**src/rtl/uart_transmitter.sv**
```systemverilog
// UART transmitter: byte FIFO in front of an 8-data-bit, even-parity, one-stop-bit
// serialiser. tx and busy are registered so the line never glitches.
module uart_transmitter #(
    parameter int BAUD_RATE      = 9600,
    parameter int CLOCK_FREQ     = 50000000,
    parameter int CYCLES_PER_BIT = CLOCK_FREQ / BAUD_RATE,
    parameter int FIFO_DEPTH     = 4
) (
    input  logic                          clk,
    input  logic                          rst,
    input  logic                          enable,
    input  logic [7:0]                    tx_data,
    input  logic                          tx_valid,
    output logic                          tx_ready,
    output logic                          tx,
    output logic                          busy,
    output logic [$clog2(FIFO_DEPTH):0]   fifo_count
);

    localparam int PW = $clog2(FIFO_DEPTH);
    localparam int CW = PW + 1;

    typedef enum logic [2:0] {IDLE, START, DATA, PARITY, STOP} state_t;

    state_t          state, state_n;
    logic [7:0]      mem [FIFO_DEPTH];
    logic [PW-1:0]   wr_ptr, rd_ptr;
    logic [CW-1:0]   count, count_n;
    logic [15:0]     baud, baud_n;
    logic [2:0]      bit_idx, bit_n;
    logic [7:0]      shift, shift_n;
    logic            parity, parity_n;
    logic            tx_n;
    logic            push, pop, can_pop, bit_end;
    logic [7:0]      head;

    assign push    = tx_valid & tx_ready;
    assign can_pop = enable & (count != '0);
    assign bit_end = (baud == 16'(CYCLES_PER_BIT - 1));
    assign head    = mem[rd_ptr];

    always_comb begin
        state_n  = state;
        shift_n  = shift;
        parity_n = parity;
        bit_n    = bit_idx;
        pop      = 1'b0;
        case (state)
            IDLE: begin
                if (can_pop) begin
                    pop      = 1'b1;
                    state_n  = START;
                    shift_n  = head;
                    parity_n = ^head;
                end
            end
            START: begin
                if (bit_end) begin
                    state_n = DATA;
                    bit_n   = '0;
                end
            end
            DATA: begin
                if (bit_end) begin
                    shift_n = {1'b0, shift[7:1]};
                    if (bit_idx == 3'd7) state_n = PARITY;
                    else                 bit_n   = bit_idx + 3'd1;
                end
            end
            PARITY: begin
                if (bit_end) state_n = STOP;
            end
            STOP: begin
                if (bit_end) begin
                    if (can_pop) begin
                        pop      = 1'b1;
                        state_n  = START;
                        shift_n  = head;
                        parity_n = ^head;
                    end else begin
                        state_n = IDLE;
                    end
                end
            end
            default: state_n = IDLE;
        endcase

        // tx is derived from the next-state values so the registered line
        // changes on the same edge as the state it represents.
        case (state_n)
            START:   tx_n = 1'b0;
            DATA:    tx_n = shift_n[0];
            PARITY:  tx_n = parity_n;
            default: tx_n = 1'b1;
        endcase

        if (state == IDLE || state_n != state || bit_end) baud_n = '0;
        else                                              baud_n = baud + 16'd1;

        case ({push, pop})
            2'b10:   count_n = count + CW'(1);
            2'b01:   count_n = count - CW'(1);
            default: count_n = count;
        endcase
    end

    always_ff @(posedge clk or posedge rst) begin
        if (rst) begin
            state    <= IDLE;
            baud     <= '0;
            bit_idx  <= '0;
            shift    <= '0;
            parity   <= 1'b0;
            tx       <= 1'b1;
            busy     <= 1'b0;
            wr_ptr   <= '0;
            rd_ptr   <= '0;
            count    <= '0;
            tx_ready <= 1'b1;
        end else begin
            state    <= state_n;
            baud     <= baud_n;
            bit_idx  <= bit_n;
            shift    <= shift_n;
            parity   <= parity_n;
            tx       <= tx_n;
            busy     <= (state_n != IDLE);
            count    <= count_n;
            tx_ready <= (count_n != CW'(FIFO_DEPTH));
            if (push) wr_ptr <= wr_ptr + PW'(1);
            if (pop)  rd_ptr <= rd_ptr + PW'(1);
        end
    end

    always_ff @(posedge clk) begin
        if (push) mem[wr_ptr] <= tx_data;
    end

    assign fifo_count = count;

endmodule
```
**config.mk**
```make
export PLATFORM = sky130hd
export DESIGN_NAME = uart_transmitter
export DESIGN_NICKNAME = d
export VERILOG_FILES = /design/src/rtl/uart_transmitter.sv
export SDC_FILE = /design/constraint.sdc
export NUM_CORES = 1
export LEC_CHECK = 0
export CORE_ASPECT_RATIO = 1.2
export CORE_UTILIZATION = 55
export CTS_CLUSTER_DIAMETER = 100
export DETAILED_ROUTE_END_ITERATION = 16
export GPL_TIMING_DRIVEN = 0
export PLACE_DENSITY = 0.78
export SLEW_MARGIN = 0
export SYNTH_ARGS = -nofsm -noshare
export SYNTH_HDL_FRONTEND = slang
export SYNTH_SLANG_ARGS = --single-unit
```
**constraint.sdc**
```tcl
create_clock -name clk -period 6.7 [get_ports clk]
set_clock_uncertainty 0.05 [all_clocks]
set_input_delay 1.34 -clock clk [delete_from_list [all_inputs] [get_ports clk]]
set_output_delay 1.34 -clock clk [all_outputs]
set_load 0.03 [all_outputs]
```
# Yosys cells after proc, flatten, opt, wreduce, memory -nomap -nowiden
# Memory sizes are Yosys's and may differ from the RTL's.
# Cells that the tools add are included.
# classes
n_eq_ne	17
n_reduce_logical	10
add_sub_neg	6
n_mux	27
bitwise_logic	2
# ops
operator	count
3-bit two-way mux	9
8-bit two-way mux	3
8-bit one-hot mux with 3 select lines	1
16-bit by 1-bit adder with 16-bit output, second input constant	1
16-bit by 13-bit equality test with 1-bit output, second input constant	1
16-bit two-way mux	1
3-bit one-hot mux with 5 select lines	1
3-bit by 2-bit equality test with 1-bit output, second input constant	4
3-bit one-hot mux with 2 select lines	2
3-bit nonzero test	3
2-bit inequality test, second input constant	4
8-bit parity	1
1-bit two-way mux	7
3-bit by 1-bit adder with 3-bit output, second input constant	2
3-bit by 1-bit equality test with 1-bit output, second input constant	2
3-bit equality test, second input constant	2
2-bit by 1-bit adder with 2-bit output, second input constant	2
1-bit one-hot mux with 2 select lines	2
4-bit AND reduction	1
3-bit zero test	1
3-bit inequality test	1
3-bit inequality test, second input constant	1
1-bit one-hot mux with 3 select lines	1
3-bit AND reduction	1
other kinds (6)	8
# totals
reg_bits	41
n_memories	1
wordCells	75
ram_bits	32
# mem_list
name	words	width	read_ports	rd_clocked_by_memory_dff	write_ports	line	text
mem	4	8	1	0	1	26	logic [7:0] mem [FIFO_DEPTH];

# Depth between registers and ports, before layout
# logic_depth
ltp_word	9
depth_mapped	12

# Worst setup path after synthesis
# OpenSTA, ideal clock, no wires.
# synth_timing
path_kind	input port to flip-flop
startpoint	input port enable
endpoint	register tx_ready
path_stages	9
setup_slack_ps	3742
arrival_ps	2826
required_ps	6568
path_cell_list	o31ai_1 nor2_2 ha_1 inv_1 fa_1 xor2_1 nor2_1 xor2_1 nand2_1
# synth_between
elab_chain_len	7
elab_cells_between_ends	8
cone_classes	eq/ne: 3; mux: 4; bitwise: 1
# synth_rtl
element	line	text
from (decl)	11	input logic enable,
1-bit AND *	38	assign can_pop = enable & (count != '0);
1-bit two-way mux *	50, 75	
1-bit two-way mux	74	if (bit_end) begin
1-bit one-hot mux with 2 select lines *	48	case (state)
net pop	34	logic push, pop, can_pop, bit_end;
2-bit by 1-bit equality test with 1-bit output / 2-bit equality test (equally long branches)	100	case ({push, pop})
3-bit one-hot mux with 2 select lines *	100	
net count_n[2]	28	logic [CW-1:0] count, count_n;
3-bit inequality test *	129	tx_ready <= (count_n != CW'(FIFO_DEPTH));
to (signal assigned)	129	
to (decl)	14	output logic tx_ready,
# The timed path passes the listed nets; every way through them passes the cells marked *.
# A chain may end at the register's enable or synchronous reset.

# Final worst setup path
# Ends and elaborated chain as after synthesis.

==> results.tsv <==
stage	metric	value	unit
status	status	complete, no violations	
route	wirelength	5582	um
synthesis	synth.distinct_cells	41	
floorplan	coreArea	5743	um2
synthesis	synth_simple_gate_area_share	12.64	%
route	ant_nets	0	
floorplan	die_w	72.99	um
synthesis	synth_cells	262	
global_route	grt_antenna_before_repair	0	
critical_path	max_stage_delay	0.48	ns
critical_path	arrival	3.65	ns
timing	final.min_clock_period	3.437	ns
route	num_vias	2066	
clock_network	insertion_delay	0.34	ns
critical_path	critPathSlowestCell	clkdlybuf4s50_1	
critical_path	worst-setup-path-type	primary input to register	
final_layout	antenna_cells	0	
timing	clock.fmax	291.0	MHz
critical_path	path_common_cell	xor2_1	
placement	place.gp.congestion	0.7884	
critical_path	cp_num_buf_inv	2	
final_layout	syn_to_final_growth	14.00	%
clock_network	clk_pin_slew	0.07	ns
floorplan	num_rows	30	
critical_path	cp-end-kind	register	
placement	numPortBuffers	17	
synthesis	ys_seq_area_share	59.82	%
synthesis	synth_compound_area_share	7.374	%
route	vias_per_cell	5.509	
final_layout	nets	311	
synthesis	synth_edf_count	32	
power	p_leak	1.529	nW
route	dr.pass1.iters	4	
route	drtIter0Drc	137	
global_route	grt_pass1_vias	1990	
clock_network	post_cts_buffers	0	
synthesis	synth-seq-cells	73	
clock_network	h-tree-depth	3	
synthesis	syn_area	3326	um2
route	drcViolationCount	0	
synthesis	synth.avg_cell_area	12.69	um2
clock_network	cts_resized	0	
clock_network	cts_max_path_buffers	2	
critical_path	crit_start	enable	
timing	tns	0	ns
worst_hold_path	hp-class	register to register	
timing	worst_slew_pin_slew	0.8450	ns
synthesis	syn-num-nets	283	
clock_network	cts_tree	yes	
floorplan	die_h	87.18	um
synthesis	muxShareOfSynthArea	6.960	%
job	cap_violations	0	
power	powerDensity	382.7	nW/um2
critical_path	r2r-start	baud[5]	
critical_path	cp_data_required_time	6.91	ns
floorplan	die-area	6363	um2
final_layout	drive_above_1_share	10.85	%
critical_path	crit_path_start_kind	primary input	
power	fin_total_pwr	0.001451	W
placement	hpwlAfterDp	3856	um
worst_hold_path	holdCritStartpoint	shift[6]	
timing	timing.final.crit_share	51.29	%
synthesis	synthAdderAreaFrac	3.950	%
route	route.detailed.wl_per_inst	14.89	um
final_layout	fillers	433	
clock_network	root_buffer	clkbuf_8	
critical_path	crit_family	adder cells	
critical_path	crit_chain	clkdlybuf4s50_1 > o31ai_1 > nor2_2 > ha_1 > inv_1 > fa_1 > xor2_1 > nor2_1 > xor2_1 > nand2_1	
global_route	grt_pass1_wl	9211	um
critical_path	crit_fanout	9	
synthesis	synth-xor-area-share	6.847	%
clock_network	numCtsBuffers	9	
timing	slew_viol_final	0	
global_route	grt_max_degree	42	
timing	slew_headroom	43.58	%
global_route	track_usage	19.95	%
power	ir_drop	0.0002336	V
global_route	overflow	0	
synthesis	ys_warn_count	0	
synthesis	synth_top_family_by_area	simple AND/OR/NAND/NOR gates	
timing	hold_viol_final	0	
timing	setup_violations	0	
clock_network	ctsHoldBuffers	0	
synthesis	synth_ff_type	dfrtp_1	
timing	rsz0062_at_grt	no	
synthesis	ys_async_sr_fraction	56.16	%
clock_network	clock-sinks	73	
floorplan	initial_core_util	57.91	%
floorplan	io_pins	18	
-- cell type report --
class | instances | area, um2 | share of cell area [%]
Multi-Input combinational cell | 168 | 1256 | 33.14
Clock inverter | 1 | 7.507 | 0.1980
Sequential cell | 73 | 1989 | 52.48
Buffer | 9 | 35.03 | 0.9241
Clock buffer | 15 | 187.7 | 4.950
Inverter | 12 | 45.04 | 1.188
Tap cell | 80 | 100.1 | 2.640
Timing Repair Buffer | 17 | 170.2 | 4.488
-- cells in the final DEF, fill, tap and decap left out, types with 3 or more instances in the layout --
master	count
dfrtp_1	39
edfxtp_1	32
nand2_1	23
nor2_1	22
clkdlybuf4s50_1	17
xor2_1	13
xnor2_1	13
clkbuf_1	11
inv_1	11
clkbuf_8	11
mux4_2	8
o21ai_0	8
a21oi_1	8
and3_1	8
ha_1	8
nand3_1	7
or3_1	6
a21o_1	5
mux2i_1	4
a22o_1	4
o211ai_1	3
o22ai_1	3
-- sequential cells by signal, summed over array words and instances (netlist names) --
register,flops
wr_ptr,2
baud,16
parity,1
fifo_count,3
mem,32
bit_idx,3
state,3
tx_ready,1
rd_ptr,2
tx,1
busy,1
shift,8
-- synth_stat cells (2+ instances only) --
master | number | area (um2)
o21ai_1 | 2 | 10.01
nor4b_2 | 2 | 30.03
or4_1 | 2 | 15.01
nor3b_1 | 2 | 15.01
xor2_1 | 13 | 113.9
a22o_1 | 4 | 35.03
clkbuf_1 | 8 | 30.03
xnor2_1 | 13 | 113.9
or3_1 | 6 | 37.54
dfrtp_1 | 39 | 975.9
edfxtp_1 | 32 | 960.9
o22ai_1 | 3 | 18.77
o21ai_0 | 8 | 40.04
o211ai_1 | 3 | 22.52
dfstp_2 | 2 | 52.55
inv_1 | 12 | 45.04
and3_1 | 8 | 50.05
nor3_1 | 2 | 10.01
nand2_1 | 23 | 86.33
nand3_1 | 7 | 35.03
ha_1 | 8 | 100.1
a21oi_1 | 8 | 40.04
nor2_1 | 22 | 82.58
nand4_1 | 2 | 12.51
a21o_1 | 5 | 37.54
mux2i_1 | 4 | 40.04
mux4_2 | 8 | 180.2
-- stage by stage --
stage / area [um2] / worst slack (ns) / util [%] / hold WS (ns) / std cells
after floorplan: 3326 / 3.742 / - / 0.3979 / 262
after global placement: 3596 / 3.039 / 62.61 / 0.4110 / 359
after detailed placement: 3596 / 2.912 / 62.61 / 0.4152 / 359
after CTS: 3791 / 3.274 / 66.01 / 0.4311 / 375
after global routing: 3791 / 3.075 / 66.01 / 0.4415 / 375
final: 3791 / 3.263 / 66.01 / 0.4299 / 375
-- power by group --
group / internal (W) / switching, W / total [W] / leakage (nW)
clock network: 0.000178 / 0.000152 / 0.000330 / 0.0951
registers: 0.000580 / 0.0000634 / 0.000644 / 0.814
logic: 0.000227 / 0.000250 / 0.000477 / 0.620
total: 0.000985 / 0.000466 / 0.00145 / 1.53
-- per-layer routing --
layer | vias up | GRT usage, % | share of wire (%)
li1 | 1002 | - | -
met1 | 1026 | 24.58 | 44
met2 | 31 | 33.08 | 52
met3 | 7 | 4.861 | 2.2
met4 | 0 | 9.091 | 2.0
met5 | - | 0 | 0
-- final timing paths --
path | endpoint | slack [ns] | cells past startpoint
max in group asynchronous | wr_ptr[1] | 4.63 | 2
max | tx_ready | 3.26 | 10
min reg2reg | shift[6] | 0.43 | 1
max reg2reg | tx_ready | 3.58 | 11
min | shift[6] | 0.43 | 1
min in group asynchronous | shift[4] | 1.44 | 2
-- cell families after synthesis --
group           after synthesis
flops                        73
compound gates               38
fa+ha+maj                    10
simple gates                 81
xor+xnor                     26
buf+inv                      21
mux                          13
(Power assumes the default switching activity.)
